$ cat src/rtl/upg_stream_loader_if.sv
// Byte-in / word-write bundle between the UART receiver, the loader and the memory programmer ports.
// The slave modport is the loader; the master modport is the feeder/observer side.
interface upg_stream_loader_if #(
   parameter int unsigned ADDR_W = 14
);
   logic [7:0]        rx_dat_i;
   logic              rx_vld_i;
   logic              upg_wen_o;
   logic [ADDR_W-1:0] upg_adr_o;
   logic [31:0]       upg_dat_o;
   logic              upg_sel_o;
   logic              upg_done_o;
   logic              upg_err_o;

   modport master (
      output rx_dat_i, rx_vld_i,
      input  upg_wen_o, upg_adr_o, upg_dat_o, upg_sel_o, upg_done_o, upg_err_o
   );

   modport slave (
      input  rx_dat_i, rx_vld_i,
      output upg_wen_o, upg_adr_o, upg_dat_o, upg_sel_o, upg_done_o, upg_err_o
   );
endinterface

$ cat src/rtl/upg_stream_loader.sv
// Parses a TGT/CNT_LO/CNT_HI header from the UART byte stream and writes the following payload
// as little-endian 32-bit words at sequential word addresses into the selected memory.
module upg_stream_loader #(
   parameter int unsigned ADDR_W      = 14,
   parameter int unsigned TIMEOUT_CYC = 1000000
) (
   input logic               upg_clk_i,
   input logic               upg_rst_i,
   upg_stream_loader_if.slave bus
);

   localparam int unsigned     MaxWords = 1 << ADDR_W;
   localparam int unsigned     TmoW     = $clog2(TIMEOUT_CYC + 1);
   localparam logic [TmoW-1:0] TmoLast  = TmoW'(TIMEOUT_CYC - 1);

   typedef enum logic [2:0] {StTgt, StClo, StChi, StData, StDone, StErr} state_e;

   state_e            state_q;
   logic [15:0]       cnt_q;
   logic [1:0]        idx_q;
   logic [23:0]       lane_q;
   logic [ADDR_W:0]   wcnt_q;
   logic [TmoW-1:0]   tmo_q;
   logic              wen_q;
   logic [ADDR_W-1:0] adr_q;
   logic [31:0]       dat_q;
   logic              sel_q;
   logic              done_q;
   logic              err_q;

   logic [15:0] cnt_full;
   logic        last_word;
   logic        timed_out;

   assign cnt_full  = {bus.rx_dat_i, cnt_q[7:0]};
   // wcnt_q already counts the word being pulsed, so equality marks the final pulse
   assign last_word = (32'(wcnt_q) == 32'(cnt_q));
   // An arriving byte always beats the idle limit
   assign timed_out = !bus.rx_vld_i && (tmo_q == TmoLast);

   always_ff @(posedge upg_clk_i or posedge upg_rst_i) begin
      if (upg_rst_i) begin
         state_q <= StTgt;
         cnt_q   <= '0;
         idx_q   <= '0;
         lane_q  <= '0;
         wcnt_q  <= '0;
         tmo_q   <= '0;
         wen_q   <= 1'b0;
         adr_q   <= '0;
         dat_q   <= '0;
         sel_q   <= 1'b0;
         done_q  <= 1'b0;
         err_q   <= 1'b0;
      end else begin
         wen_q <= 1'b0;
         tmo_q <= bus.rx_vld_i ? '0 : tmo_q + TmoW'(1);
         unique case (state_q)
            StTgt: begin
               if (bus.rx_vld_i) begin
                  if (bus.rx_dat_i == 8'h00 || bus.rx_dat_i == 8'h01) begin
                     sel_q   <= bus.rx_dat_i[0];
                     state_q <= StClo;
                  end else begin
                     err_q   <= 1'b1;
                     state_q <= StErr;
                  end
               end
            end
            StClo: begin
               if (timed_out) begin
                  err_q   <= 1'b1;
                  state_q <= StErr;
               end else if (bus.rx_vld_i) begin
                  cnt_q[7:0] <= bus.rx_dat_i;
                  state_q    <= StChi;
               end
            end
            StChi: begin
               if (timed_out) begin
                  err_q   <= 1'b1;
                  state_q <= StErr;
               end else if (bus.rx_vld_i) begin
                  cnt_q <= cnt_full;
                  if (cnt_full == 16'd0) begin
                     done_q  <= 1'b1;
                     state_q <= StDone;
                  end else if (32'(cnt_full) > MaxWords) begin
                     err_q   <= 1'b1;
                     state_q <= StErr;
                  end else begin
                     state_q <= StData;
                  end
               end
            end
            StData: begin
               if (wen_q && last_word) begin
                  done_q  <= 1'b1;
                  state_q <= StDone;
               end else if (timed_out) begin
                  err_q   <= 1'b1;
                  state_q <= StErr;
               end else if (bus.rx_vld_i) begin
                  idx_q <= idx_q + 2'd1;
                  unique case (idx_q)
                     2'd0: lane_q[7:0]   <= bus.rx_dat_i;
                     2'd1: lane_q[15:8]  <= bus.rx_dat_i;
                     2'd2: lane_q[23:16] <= bus.rx_dat_i;
                     2'd3: begin
                        wen_q  <= 1'b1;
                        dat_q  <= {bus.rx_dat_i, lane_q};
                        adr_q  <= wcnt_q[ADDR_W-1:0];
                        wcnt_q <= wcnt_q + 1'b1;
                     end
                     default: ;
                  endcase
               end
            end
            StDone, StErr: ;
            default: begin
               err_q   <= 1'b1;
               state_q <= StErr;
            end
         endcase
      end
   end

   assign bus.upg_wen_o  = wen_q;
   assign bus.upg_adr_o  = adr_q;
   assign bus.upg_dat_o  = dat_q;
   assign bus.upg_sel_o  = sel_q;
   assign bus.upg_done_o = done_q;
   assign bus.upg_err_o  = err_q;

endmodule
$ cat src/flat_wrapper.sv
// flat-port wrapper written by rule: the top's interface ports become plain ports
module upg_stream_loader_flat 
#(
   parameter int unsigned ADDR_W      = 14,
   parameter int unsigned TIMEOUT_CYC = 1000000
)
  (upg_clk_i, upg_rst_i, bus_rx_dat_i, bus_rx_vld_i, bus_upg_wen_o, bus_upg_adr_o, bus_upg_dat_o, bus_upg_sel_o, bus_upg_done_o, bus_upg_err_o);
  upg_stream_loader_if #(.ADDR_W(ADDR_W)) bus_i ();
  input logic upg_clk_i;
  input logic upg_rst_i;
  input wire logic [$bits(bus_i.rx_dat_i)-1:0] bus_rx_dat_i;
  input wire logic [$bits(bus_i.rx_vld_i)-1:0] bus_rx_vld_i;
  output wire logic [$bits(bus_i.upg_wen_o)-1:0] bus_upg_wen_o;
  output wire logic [$bits(bus_i.upg_adr_o)-1:0] bus_upg_adr_o;
  output wire logic [$bits(bus_i.upg_dat_o)-1:0] bus_upg_dat_o;
  output wire logic [$bits(bus_i.upg_sel_o)-1:0] bus_upg_sel_o;
  output wire logic [$bits(bus_i.upg_done_o)-1:0] bus_upg_done_o;
  output wire logic [$bits(bus_i.upg_err_o)-1:0] bus_upg_err_o;
  assign bus_i.rx_dat_i = bus_rx_dat_i;
  assign bus_i.rx_vld_i = bus_rx_vld_i;
  assign bus_upg_wen_o = bus_i.upg_wen_o;
  assign bus_upg_adr_o = bus_i.upg_adr_o;
  assign bus_upg_dat_o = bus_i.upg_dat_o;
  assign bus_upg_sel_o = bus_i.upg_sel_o;
  assign bus_upg_done_o = bus_i.upg_done_o;
  assign bus_upg_err_o = bus_i.upg_err_o;
  upg_stream_loader #(.ADDR_W(ADDR_W), .TIMEOUT_CYC(TIMEOUT_CYC)) u_core (.upg_clk_i(upg_clk_i), .upg_rst_i(upg_rst_i), .bus(bus_i));
endmodule
$ cat config.mk
export PLATFORM = sky130hd
export DESIGN_NAME = upg_stream_loader_flat
export DESIGN_NICKNAME = d
export VERILOG_FILES = /design/src/rtl/upg_stream_loader_if.sv /design/src/rtl/upg_stream_loader.sv /design/src/flat_wrapper.sv
export SDC_FILE = /design/constraint.sdc
export NUM_CORES = 1
export LEC_CHECK = 0
export ABC_AREA = 1
export BUFFER_PORTS_ARGS = -buffer_cell sky130_fd_sc_hd__clkbuf_2
export CAP_MARGIN = 15
export CELL_PAD_IN_SITES_DETAIL_PLACEMENT = 2
export CELL_PAD_IN_SITES_GLOBAL_PLACEMENT = 2
export CORE_MARGIN = 2
export CORE_UTILIZATION = 37
export CTS_CLUSTER_SIZE = 40
export DETAILED_ROUTE_END_ITERATION = 10
export PLACE_DENSITY = 0.89
export SKIP_LAST_GASP = 1
export SYNTH_ARGS = -nofsm -noshare
export SYNTH_HDL_FRONTEND = slang
export SYNTH_SLANG_ARGS = --single-unit
$ cat constraint.sdc
create_clock -name upg_clk_i -period 6.4 [get_ports upg_clk_i]
set_clock_uncertainty 0.05 [all_clocks]
set_input_delay 1.28 -clock upg_clk_i [delete_from_list [all_inputs] [get_ports upg_clk_i]]
set_output_delay 1.28 -clock upg_clk_i [all_outputs]
set_load 0.01 [all_outputs]
* Yosys cells after proc, flatten, opt, wreduce, memory -nomap -nowiden
Cells that the tools add are included.
Storage, ports and cells: flip-flop bits (word level) 130, bits of input ports 11, output and inout port bits 50, logic and storage cells 102
Operators by class: add/sub/neg operators 3, $lt $le $gt $ge 1, equal/unequal tests 23, multiplexer cells 35, bitwise gates (word level) 4, reductions and logical operators 21
Operator list (count):
- $mux 3 | 10
- $reduce_and 5->1 | 6
- $mux 8 | 3
- $add 20x1->20 const B | 1
- $eq 20x20->1 const B | 1
- $mux 20 | 1
- $mux 1 | 17
- $eq 15x16->1 | 1
- $gt 16x15->1 const B | 1
- $logic_not 16->1 | 1
- $pmux 8 s2 | 1
- $add 15x1->15 const B | 1
- $pmux 3 s5 | 1
- $ne 2x2->1 const B | 5
- $ne 3x2->1 const B | 3
- $eq 8x1->1 const B | 1
- $logic_not 8->1 | 1
- $reduce_and 4->1 | 2
- $reduce_and 7->1 | 1
- $eq 3x2->1 const B | 2
- $eq 3x3->1 const B | 2
- $ne 3x1->1 const B | 2
- $reduce_and 3->1 | 2
- $pmux 1 s5 | 1
- 14 further kinds | 20

* Logic depth before layout (Yosys ltp)
Gate-level depths: netlist (run 1).
word-level depth 6, gate-level depth with buffers 14, mapped depth without buffers 12

* Worst setup path before layout (run 1)
OpenSTA, ideal clock, no wires.
path kind in2reg, start input bus_rx_vld_i, end register u_core.state_q[1], setup time 0.117 ns, arrival time 2.315 ns, required time 6.233 ns, slack 3.917 ns, cell stages on the path 9, buffers on the path 1, cells stage by stage buf_2 -> inv_1 -> nand3_1 -> nor2_1 -> nand3_1 -> a21oi_2 -> nand3_1 -> nand2_1 -> nand2_1
Between the ends: cells in the longest elaborated chain, start to end 4, elaborated cells on any way between the ends 10, classes of those cells 4 x eq/ne; 3 x mux; 3 x reduce/logical
Ends and longest elaborated chain:
- start, declared | RTL line flat_wrapper.sv:12 | input wire logic [$bits(bus_i.rx_vld_i)-1:0] bus_rx_vld_i;
- $logic_not 1->1 | RTL line upg_stream_loader.sv:39 | assign timed_out = !bus.rx_vld_i && (tmo_q == TmoLast);
- $logic_and 1x1->1 | RTL line upg_stream_loader.sv:39
- $ne 3x1->1 (no line) (tied with other cells)
- $reduce_and 5->1 (no line) or $pmux 3 s5 (tied branches)
- end signal, assigned | RTL line upg_stream_loader.sv:43 | state_q <= StTgt;
- end signal, assigned | RTL line upg_stream_loader.sv:63 | state_q <= StClo;
- end signal, assigned | RTL line upg_stream_loader.sv:66 | state_q <= StErr;
- end, declared | RTL line upg_stream_loader.sv:18 | state_e state_q;
Several ways; a longest one is shown, not always the timed one. A chain may end at the register's enable or synchronous reset.

* Final worst setup path (run 1)
start input bus_rx_vld_i, end register u_core.wcnt_q[8]
Between the ends: cells in the longest elaborated chain, start to end 4
Ends and longest elaborated chain:
- $logic_not 1->1 | RTL line upg_stream_loader.sv:39
- $logic_and 1x1->1 | RTL line upg_stream_loader.sv:39
- $not 1->1 (no line)
- $reduce_and 5->1 (no line) (*)
- end signal, assigned | RTL line upg_stream_loader.sv:113 | wcnt_q <= wcnt_q + 1'b1;
- end, declared | RTL line upg_stream_loader.sv:22 | logic [ADDR_W:0] wcnt_q;
Every way passes the cells marked *; elsewhere a longest branch is shown, timed or not.

==> summary.txt, run 1 <==
Clock tree
  – Clock root buffer: clkbuf_16
  – Hold buffer count at cts: 0
  – Worst-path clk slew: about 60 ps
  – Total clock sinks: 130
  – Clock buffer depth: 2
  – H-tree Lvls: 4
  – CTS tree: done
  – Number of gates resized after CTS: 0
  – Post-CTS setup buffer count: 0
  – Clk_lat worst skew: 430 ps
  – Num CTS Buffers: 17

Place
  – PortBufs: 60
  – Post-DP Area: around 0.0066 mm^2
  – Gpl congestion: 0.802
  – Detail Placement HPWL: 13.3 mm

Synth
  – Dominant cells by area after synthesis: dfrtp_1 53%, nand2_1 20%, o21ai_0 5.1%
  – Syn nets: about 800
  – Synth Area in XOR/XNOR: 0.0255
  – Proportion of synthesized area in mux cells: 0
  – Compound-cell area share of the yosys netlist: 0.0711
  – Dominant synthesized flop cell: dfrtp_1
  – Post-synth top area cell: dfrtp_1
  – Synthesized cell area: approximately 0.0062 mm^2
  – Synthesized area per cell: 7.84 um^2
  – Count of different cell masters after synthesis: 30
  – Share of flip-flops with an asynchronous set or reset: 1.00
  – Yosys reg bits: 130
  – Sequential area share after synthesis: 0.527
  – Main combinational cell family by area after synthesis: simple AND/OR/NAND/NOR gates
  – Yosys top cell area share: 0.527
  – Post-synth EDFFs: 0
  – Adder-Cell Fraction of Synth Area: 0.0122
  – Synth Warn #: 0
  – Post-Synth Simple-Gate Area: 0.293
  – Cells after Synth: 787

Floorplanning
  – Die Ht: between 100 and 150 um
  – Die Footprint: roughly 0.018 mm^2
  – FP Rows: 47
  – Die Width: roughly 130 um
  – Ports: just over 60
  – Core area: about 0.016 mm^2
  – Initial Utilization: 0.375

Global routing
  – Initial antenna violation count: 0
  – Vias in the first global route: roughly 6400
  – Largest net degree at the start of global routing: 80
  – First-pass GRT wire length: ~37 mm
  – All-Layer GR Usage: 0.269
  – Remaining Overflow, GRT: 0

Status
  – Status: complete, no violations

Worst setup path
  – Crit path DAT: between 3000 and 4000 ps
  – Reg2reg end: u_core.wcnt_q[8]
  – Crit Path Category: in2reg
  – R2r startpoint: u_core.cnt_q[5]
  – Crit path capture: u_core.wcnt_q[8]
  – Crit path required time: 6690 ps
  – Crit. End Element: flop
  – Worst r2r path cells: 12
  – Reg2reg setup slack: approximately 3200 ps
  – CP max FO: 75
  – Worst setup SP type: primary input
  – CP Launch Point: bus_rx_vld_i

Power and ir drop
  – PD cells: ~260 mW/mm^2
  – Worst VDD drop: 0.198 mV
  – Leakage: about 0.0038 uW

Timing
  – Tmin final: ~3300 ps
  – Final Setup Violations: 0
  – Max_slew headroom: 0.309
  – RSZ-0062 raised after global routing: no
  – Fin. max-slew vios: 0
  – Final Cycle Share: 0.517
  – Max Fclk: a little over 300 MHz
  – Final hold vios: 0
  – Slew @ Worst Pin: 1040 ps
  – Setup tns final: 0 ps

Layout
  – Area growth, synth to finish: 16.9%
  – Final non-filler cell area: a little over 0.007 mm^2
  – N_diodes: 0
  – Nets: around 860
  – Layout fillers: around 1900
  – Layout cells sized above 1: 0.132

Detailed routing
  – Avg WL per Cell: around 21 um
  – Router iterations before antenna repair: 4
  – Post-DRT Antenna Nets: 0
  – Drt drc: 0
  – Routed WL: around 23 mm
  – Vias per cell: roughly 5.2
  – Via Count: ~5600
  – Iteration-0 DRC Markers: 287

Hold path
  – HP Start: u_core.bus.upg_adr_o[5]
  – Worst hold path class: reg2reg

Flow run
  – Max_cap viols: 0
[routing by layer]
layer,vias to the layer above,GRT usage,wire (um)
li1,2571,-,-
met4,0,0.0952,439
met1,2918,0.323,9460
met5,-,0,0
met3,29,0.0422,637
met2,98,0.490,12100
[Yosys cell counts (all sizes together), types with 10 or more instances]
cell type / instances
nand2: 326
dfrtp: 130
inv: 76
nor2: 67
o21ai: 63
nand3: 32
buf: 16
xor2: 15
nor3: 14
a21oi: 13
nand4: 10
[placed cells by master, fill, tap and decap left out, drive strengths merged]
cell type  synthesis  layout
a211oi             2       2
a21boi             1       1
a21oi             13      13
a31oi              1       1
buf               16       2
bufinv             0       3
clkbuf             6      78
clkinv             1       6
clkinvlp           0       4
dfrtp            130     130
ha                 6       6
inv               76      77
nand2            326     326
nand3             32      32
nand4             10      10
nor2              67      67
nor3              14      14
nor4               2       2
o211a              1       1
o21ai             63      63
o21bai             1       1
o221ai             1       1
xnor2              3       3
xor2              15      15
[cells by family (layout without fill, tap and decap cells)]
logic type,Yosys count,after routing
AND/OR/NAND/NOR,451,451
XOR/XNOR,18,18
AO/OA/AOI/OAI,83,83
adder cells (fa/ha/maj),6,6
buffers and inverters,99,170
flip-flops,130,130
[how the worst min path moves through the flow]
stage / end / slack, ps / depth (start not counted)
CTS: u_core.bus.upg_adr_o[5] / 420 / 2
global placement: u_core.bus.upg_adr_o[2] / 400 / 2
detailed placement: u_core.bus.upg_adr_o[5] / 410 / 2
global route: u_core.bus.upg_adr_o[5] / 450 / 2
floorplan: u_core.bus.upg_dat_o[0] / 390 / 2
finish: u_core.bus.upg_adr_o[5] / 420 / 2
[through the flow]
stage	worst slack (ps)	total power [uW]	std cells	utilization	hold WS [ps]
floorplan	1600	861	787	-	393
global placement	2940	879	1047	0.402	403
detailed placement	2800	881	1047	0.402	409
CTS	3170	1900	1078	0.438	424
global route	2880	1940	1078	0.438	450
finish	3090	1890	1078	0.438	422
[report_power, final]
group	leakage (uW)	switching, uW	internal, uW
Clock	0.000284	402	620
Combinational	0.00178	35.2	5.84
Sequential	0.00172	2.39	824
Total	0.00379	439	1450
[sequential cells by signal, indices dropped and copies added, names as in the netlist]
name                   flops
u_core.tmo_q              20
u_core.bus.upg_dat_o      32
u_core.bus.upg_err_o       1
u_core.idx_q               2
u_core.bus.upg_sel_o       1
u_core.cnt_q              16
u_core.bus.upg_wen_o       1
u_core.wcnt_q             15
u_core.state_q             3
u_core.lane_q             24
u_core.bus.upg_done_o      1
u_core.bus.upg_adr_o      14
[critical path: stages]
cell	delay, ps
clkbuf_2	360
nand3_2	630
nor2_4	310
buf_4	590
nand2_1	190
o21ai_0	140
[final cells by class]
| class | instances | area (um^2) | share of cell area |
|---|---|---|---|
| Clock buffer | 18 | 439 | 0.0608 |
| Clock inverter | 13 | 161 | 0.0224 |
| Inverter | 77 | 292 | 0.0404 |
| Multi-Input combinational cell | 558 | 2480 | 0.344 |
| Sequential cell | 130 | 3250 | 0.451 |
| Tap cell | 220 | 275 | 0.0381 |
| Timing Repair Buffer | 62 | 315 | 0.0437 |
Power figures use the tool's default switching activity.
==> run 2: changes to the inputs <==
Settings changed: CORE_UTILIZATION 37 to 35, PLACE_DENSITY 0.89 to 0.85.
Clock period 6.4 ns to 3.43 ns, I/O delays scaled along.
==> summary.txt, run 2 (synthesis results as in run 1) <==
Clock tree
  – Clock root buffer: clkbuf_16 (unchanged)
  – CTS tree: done (unchanged)
  – Total clock sinks: 130 (unchanged)
  – Hold buffer count at cts: 0 (unchanged)
  – Post-CTS setup buffer count: 0 (unchanged)
  – Clk_lat worst skew: 430 ps (about the same)
  – Clock buffer depth: 2 (unchanged)
  – Worst-path clk slew: 60 ps (about the same)
  – Number of gates resized after CTS: 0 (unchanged)
  – Num CTS Buffers: 17 (unchanged)
  – H-tree Lvls: 4 (unchanged)

Power and ir drop
  – Clk network pwr share: 0.536 (was 0.541)
  – Flop pwr share: 0.442 (was 0.437)
  – PD cells: 481 mW/mm^2 (was 262 mW/mm^2)
  – Worst VDD drop: 0.348 mV (was 0.198 mV)
  – Sw Ratio: 0.239 (was 0.233)
  – Leakage: 0.00379 uW (about the same)
  – Combinational share of power: 0.021 (was 0.022)
  – NetSw: 832 uW (was 439 uW)
  – Internal cell power: 2650 uW (was 1450 uW)

Worst setup path
  – R2r startpoint: u_core.wcnt_q[6] (was u_core.cnt_q[5])
  – CP max FO: 76 (was 75)
  – Reg2reg setup slack: 960 ps (was 3240 ps)
  – Crit path required time: 3630 ps (was 6690 ps)
  – Reg2reg end: u_core.wcnt_q[6] (was u_core.wcnt_q[8])
  – Crit. End Element: flop (unchanged)
  – Worst r2r path cells: 11 (was 12)
  – Worst setup SP type: flop (was primary input)
  – Crit Path Category: reg2reg (was in2reg)
  – Crit path DAT: 2670 ps (was 3600 ps)

Detailed routing
  – Via Count: 5491 (was 5616)
  – Post-DRT Antenna Nets: 0 (unchanged)
  – Vias per cell: 5.06 (was 5.21)
  – Avg WL per Cell: 18.7 um (was 21.0 um)
  – Drt drc: 0 (unchanged)
  – Iteration-0 DRC Markers: 219 (was 287)
  – Router iterations before antenna repair: 4 (unchanged)
  – Routed WL: 20.3 mm (was 22.6 mm)

Timing
  – Max Fclk: about 400 MHz
  – Max_slew headroom: 0.424 (was 0.309)
  – Slew @ Worst Pin: 863 ps (was 1040 ps)
  – Final Cycle Share: 0.721
  – Final Setup Violations: 0 (unchanged)
  – RSZ-0062 raised after global routing: no (unchanged)
  – Tmin final: ~2500 ps
  – Setup tns final: 0 ps (unchanged)
  – Fin. max-slew vios: 0 (unchanged)
  – Final hold vios: 0 (unchanged)
  – Setup ws final: 958 ps (was 3090 ps)

Global routing
  – Remaining Overflow, GRT: 0 (unchanged)
  – Initial antenna violation count: 0 (unchanged)
  – Vias in the first global route: 6199 (was 6409)
  – First-pass GRT wire length: 33.5 mm (was 36.6 mm)
  – Largest net degree at the start of global routing: 131 (was 80)
  – All-Layer GR Usage: 0.233 (was 0.269)

Layout
  – Most frequent cells in the layout: 326 x nand2_1, 130 x dfrtp_1, 64 x inv_1 (unchanged)
  – Layout fillers: 1970 (was 1904)
  – N_diodes: 0 (unchanged)
  – Max reg flops: 32 (unchanged)
  – Commonest non-fill, non-tap cell in the layout: nand2_1 (unchanged)
  – Nets: 865 (was 863)
  – Area growth, synth to finish: 17.3% (was 16.9%)
  – Layout cells sized above 1: 0.135 (was 0.132)

Place
  – PortBufs: 60 (unchanged)
  – Placement Setup Slack: 1040 ps (was 2800 ps)
  – Gpl congestion: 0.889 (was 0.802)
  – Detail Placement HPWL: 12.9 mm (was 13.3 mm)

Floorplanning
  – Core area: 0.0173 mm^2 (was 0.0165 mm^2)
  – Initial Utilization: 0.357 (was 0.375)
  – Die Ht: 137 um (was 133 um)
  – FP Rows: 48 (was 47)
  – Die Width: 137 um (was 133 um)
  – Die Footprint: 0.0187 mm^2 (was 0.0177 mm^2)
  – Ports: 61 (unchanged)

Flow run
  – Max_cap viols: 0 (unchanged)

Hold path
  – Worst hold path class: in2async (was reg2reg)

Status
  – Status: complete, no violations (unchanged)
run 2: changes by cell type in the layout (fill, tap and decap cells not counted), sizes merged:
| cell | delta |
|---|---|
| buf | +2 |
| bufinv | -1 |
| clkinv | -3 |
| clkinvlp | +1 |
| inv | +4 |
run 2: area by class of cell:
cell class / instances / area, um^2 / share of cell area
flip-flops and latches: 130 / 3250 / 0.449
multi-input cells: 558 / 2480 / 0.343
clock buffers: 18 / 439 / 0.0606
repair buffers: 64 / 343 / 0.0473
inverters: 77 / 293 / 0.0404
well taps: 225 / 282 / 0.0389
clock inverters: 14 / 153 / 0.0211
run 2: through the flow:
| stage | power (uW) | area, um^2 | cells | util | hold WS (ps) |
|---|---|---|---|---|---|
| after floorplan | 1610 | 6180 | 787 | - | 393 |
| after global placement | 1640 | 6650 | 1054 | 0.385 | 403 |
| after detailed placement | 1650 | 6650 | 1054 | 0.385 | 408 |
| after CTS | 3520 | 7240 | 1086 | 0.419 | 387 |
| after global routing | 3600 | 7240 | 1086 | 0.419 | 406 |
| final | 3480 | 7240 | 1086 | 0.419 | 281 |
run 2: worst max-delay path, cell delays in order, from the launching register on:
cell     delay [ps]
dfrtp_1         470
inv_2           130
nand2_1          60
nand2_1          70
nor2_1           50
nand2_1          90
nor2_2           60
nand2_1         150
nand3_2         130
nor2_4          120
buf_4           600
o21ai_0         260
run 2: power by group through the flow:
stage | clock (uW) | sequential (uW) | combinational [uW]
global placement | 0 | 1570 | 75.2
detailed placement | 0 | 1570 | 78.0
global route | 1970 | 1540 | 85.6
finish | 1870 | 1540 | 74.3
CTS | 1910 | 1540 | 78.2
floorplan | 0 | 1570 | 39.1
run 2: how the worst max path moves through the flow:
stage	endpoint	slack, ps	from	depth (start not counted)
after floorplan	u_core.bus.upg_adr_o[0]	1080	upg_rst_i	1
after global placement	u_core.bus.upg_dat_o[7]	1190	u_core.wcnt_q[6]	12
after detailed placement	u_core.bus.upg_dat_o[9]	1040	u_core.wcnt_q[2]	12
after CTS	u_core.bus.upg_adr_o[12]	930	u_core.wcnt_q[6]	12
after global routing	u_core.wcnt_q[6]	740	u_core.wcnt_q[12]	11
final	u_core.wcnt_q[6]	960	u_core.wcnt_q[6]	11
run 2: metal layers:
layer / up-vias / global-route usage / part of all wire
li1: 2581 / - / -
met1: 2799 / 0.275 / 0.42
met2: 85 / 0.424 / 0.54
met3: 26 / 0.0463 / 0.028
met4: 0 / 0.0750 / 0.016
met5: - / 0 / 0
==> run 3: changes to the inputs <==
Settings changed: ABC_AREA 1 to 0, CORE_UTILIZATION 35 to 37, PLACE_DENSITY 0.85 to 0.81.
Clock period 3.43 ns to 2.1 ns, I/O delays scaled along.
==> summary.txt, run 3 <==
Synth
  – Synthesized cell area: 0.00579 mm^2 (was 0.00617 mm^2)
  – Adder-Cell Fraction of Synth Area: 0.0130 (was 0.0122)
  – Proportion of synthesized area in mux cells: 0.187 (was 0)
  – Synth Warn #: 0 (unchanged)
  – Commonest cells in the netlist: 130 x dfrtp_1, 64 x mux2_2, 37 x xor2_1 (was 326 x nand2_1, 130 x dfrtp_1, 65 x inv_1)
  – Syn nets: 463 (was 804)
  – Synth Area in XOR/XNOR: 0.0710 (was 0.0255)
  – Post-synth top area cell: dfrtp_1 (unchanged)
  – Yosys reg bits: 130 (unchanged)
  – Count of different cell masters after synthesis: 43 (was 30)
  – Compound-cell area share of the yosys netlist: 0.0209 (was 0.0711)
  – Cells after Synth: 446 (was 787)
  – Post-synth EDFFs: 0 (unchanged)
  – Dominant cells by area after synthesis: dfrtp_1 56%, mux2_2 12%, mux2_4 6.2% (was dfrtp_1 53%, nand2_1 20%, o21ai_0 5.1%)
  – Share of flip-flops with an asynchronous set or reset: 1.00 (unchanged)
  – Sequential area share after synthesis: 0.561 (was 0.527)
  – Synthesized area per cell: 13.0 um^2 (was 7.84 um^2)
  – Yosys top cell area share: 0.561 (was 0.527)
  – Post-Synth Simple-Gate Area: 0.122 (was 0.293)
  – Main combinational cell family by area after synthesis: multiplexers (was simple AND/OR/NAND/NOR gates)
  – Dominant synthesized flop cell: dfrtp_1 (unchanged)
  – Count leader, synth: dfrtp_1 (was nand2_1)

Global routing
  – Vias in the first global route: 5002 (was 6199)
  – GR Layer Usage met2: 0.487 (was 0.424)
  – All-Layer GR Usage: 0.275 (was 0.233)
  – Met1 Usage GRT: 0.312 (was 0.275)
  – Remaining Overflow, GRT: 0 (unchanged)
  – Initial antenna violation count: 0 (unchanged)
  – First-pass GRT wire length: 32.8 mm (was 33.5 mm)
  – M3 GR Usage: 0.0549 (was 0.0463)
  – Largest net degree at the start of global routing: 25 (was 131)
  – Gr busiest metal: met2 (unchanged)

Timing
  – Fin. max-slew vios: 0 (unchanged)
  – Max Fclk: 422 MHz (was 405 MHz)
  – Worst hold slack: 322 ps (was 281 ps)
  – Slew @ Worst Pin: 539 ps (was 863 ps)
  – Max_slew headroom: 0.640 (was 0.424)
  – Final Setup Violations: 92 (was 0)
  – Setup ws final: -270 ps (was 958 ps)
  – Tmin final: 2370 ps (was 2470 ps)
  – RSZ-0062 raised after global routing: yes (was no)
  – Final hold vios: 0 (unchanged)
  – Final Cycle Share: 1.13 (was 0.721)

Status
  – Failing checks: negative setup slack
  – Status: complete, but fails checks (was complete, no violations)

Floorplanning
  – Initial Utilization: 0.380 (was 0.357)
  – Die Width: 129 um (was 137 um)
  – Ports: 61 (unchanged)
  – FP Rows: 45 (was 48)
  – Die Footprint: 0.0167 mm^2 (was 0.0187 mm^2)
  – Core area: 0.0153 mm^2 (was 0.0173 mm^2)
  – Die Ht: 129 um (was 137 um)

Hold path
  – Worst hold path class: in2reg (was in2async)

Flow run
  – Max_cap viols: 0 (unchanged)

Layout
  – Final non-filler cell area: 0.00788 mm^2 (was 0.00724 mm^2)
  – Commonest non-fill, non-tap cell in the layout: dfrtp_1 (was nand2_1)
  – Layout fillers: 1417 (was 1970)
  – Layout cells sized above 1: 0.490 (was 0.135)
  – Nets: 598 (was 865)
  – Area of the multi-input gates: 0.00269 mm^2 (was 0.00248 mm^2)
  – Most frequent cells in the layout: 129 x dfrtp_1, 60 x clkbuf_2, 56 x buf_4 (was 326 x nand2_1, 130 x dfrtp_1, 64 x inv_1)
  – Max reg flops: 32 (unchanged)
  – N_diodes: 0 (unchanged)
  – Area growth, synth to finish: 36.0% (was 17.3%)
  – Final core occ: 0.517 (was 0.419)
  – FF+latch area: 0.00325 mm^2 (about the same)

Worst setup path
  – Reg2reg setup slack: -270 ps (was 960 ps)
  – CP max FO: 8 (was 76)
  – Worst setup SP type: flop (unchanged)
  – CP max stage cell: dfrtp_1 (was buf_4)
  – Worst stage delay on the critical path: 440 ps (was 600 ps)
  – Crit path capture: u_core.lane_q[17] (was u_core.wcnt_q[6])
  – Crit Path Category: reg2reg (unchanged)
  – Crit path required time: 2360 ps (was 3630 ps)
  – Worst r2r path cells: 7 (was 11)
  – CP Launch Point: u_core.wcnt_q[7] (was u_core.wcnt_q[6])
  – Critical path cell sequence: xor2_1, nor4_2, nand4_1, buf_6, nor2b_4, and3_4, mux2_4 (was inv_2, nand2_1, nand2_1, nor2_1, nand2_1, nor2_2, nand2_1, nand3_2, nor2_4, buf_4, o21ai_0)
  – Crit path DAT: 2630 ps (was 2670 ps)
  – Reg2reg end: u_core.lane_q[17] (was u_core.wcnt_q[6])
  – Crit. End Element: flop (unchanged)
  – R2r startpoint: u_core.wcnt_q[7] (was u_core.wcnt_q[6])

Detailed routing
  – Via Count: 4507 (was 5491)
  – Post-DRT Antenna Nets: 0 (unchanged)
  – Drt drc: 0 (unchanged)
  – Avg WL per Cell: 31.9 um (was 18.7 um)
  – Iteration-0 DRC Markers: 244 (was 219)
  – Routed WL: 25.6 mm (was 20.3 mm)
  – Vias per cell: 5.60 (was 5.06)
  – Router iterations before antenna repair: 6 (was 4)

Place
  – Detail Placement HPWL: 12.2 mm (was 12.9 mm)
  – PortBufs: 60 (unchanged)
  – Placement Setup Slack: -134 ps (was 1040 ps)
  – Post-DP Area: 0.00676 mm^2 (was 0.00665 mm^2)
  – Gpl congestion: 0.820 (was 0.889)

Power and ir drop
  – Combinational share of power: 0.032 (was 0.021)
  – Clk network pwr share: 0.532 (was 0.536)
  – PD cells: 731 mW/mm^2 (was 481 mW/mm^2)
  – Internal cell power: 4230 uW (was 2650 uW)
  – NetSw: 1530 uW (was 832 uW)
  – Leakage: 0.00404 uW (was 0.00379 uW)
  – Worst VDD drop: 0.543 mV (was 0.348 mV)
  – Flop pwr share: 0.437 (was 0.442)
  – Sw Ratio: 0.266 (was 0.239)

Clock tree
  – Clk_lat worst skew: 440 ps (was 430 ps)
  – Clock root buffer: clkbuf_16 (unchanged)
  – Total clock sinks: 130 (unchanged)
  – CTS tree: done (unchanged)
  – Clock buffer depth: 2 (unchanged)
  – H-tree Lvls: 4 (unchanged)
  – Num CTS Buffers: 17 (unchanged)
  – Worst-path clk slew: 70 ps (was 60 ps)
==> run 3: cell count changes after synthesis, moves of 15 or more <==
cell | before | now
o21ai_0 | 63 | 2
xor2_1 | 15 | 37
nand2_1 | 326 | 25
mux2_4 | 0 | 24
mux2_2 | 0 | 64
nor2_1 | 61 | 33
nand3_1 | 31 | 16
inv_1 | 65 | 11
==> run 3: logic make-up after synthesis <==
family	after synthesis
fa+ha+maj	6
compound gates	18
xor+xnor	47
simple gates	129
mux	88
flops	130
buf+inv	28
==> run 3: timing repair <==
item	4_1_cts	5_1_grt
gates cloned	3	3
pin swaps	12	6
gates resized for setup	27	44
endpoints found under the setup margin	93	92
endpoints found under the hold margin	20	0
hold buffers	1	0
setup buffers	7	5
==> run 3: worst min path at each step <==
| stage | startpoint | cells past startpoint | endpoint |
|---|---|---|---|
| after floorplan | u_core.tmo_q[0] | 1 | u_core.tmo_q[0] |
| after global placement | upg_rst_i | 2 | u_core.tmo_q[1] |
| after detailed placement | upg_rst_i | 2 | u_core.tmo_q[0] |
| after CTS | bus_rx_vld_i | 3 | u_core.tmo_q[6] |
| after global routing | bus_rx_vld_i | 3 | u_core.tmo_q[6] |
| final | bus_rx_vld_i | 3 | u_core.tmo_q[6] |
==> run 3: area by class of cell <==
class / instances / area share
tap: 211 / 0.0335
inverter: 11 / 0.00571
clock inverter: 15 / 0.0190
multi-input combinational: 288 / 0.341
clock buffer: 17 / 0.0540
timing repair buffer: 133 / 0.134
sequential: 130 / 0.413
==> run 3: stage by stage <==
step           instances  total power (uW)  setup TNS, ps
3_3_place_gp         756              2720          -13.8
5_1_grt              805              5900         -23900
3_5_place_dp         756              2730          -6960
6_report             805              5770         -18450
2_1_floorplan        446              2620              0
4_1_cts              799              5680          -2370
==> run 3: worst max-delay path, delay by kind of cell, from the launching register on <==
family	cells	cell delay, ps
xor gates and xnor gates	1	190
muxes	1	350
and+or+nand+nor	4	1010
DFF	1	440
buffers and inverters	1	200
==> run 3: per-layer routing <==
layer / wire length, um / part of all wire / up-vias
met5: 0 / 0 / -
met4: 1570 / 0.061 / 0
met3: 1090 / 0.042 / 81
met2: 13100 / 0.51 / 211
met1: 9940 / 0.39 / 2384
li1: - / - / 1831
==> run 3: power by group through the flow <==
| stage | Clock [uW] | Combinational [uW] | Sequential (uW) |
|---|---|---|---|
| after CTS | 2980 | 175 | 2520 |
| after detailed placement | 0 | 170 | 2560 |
| after floorplan | 0 | 61.7 | 2560 |
| after global routing | 3190 | 196 | 2520 |
| after global placement | 0 | 159 | 2560 |
| final | 3070 | 183 | 2520 |
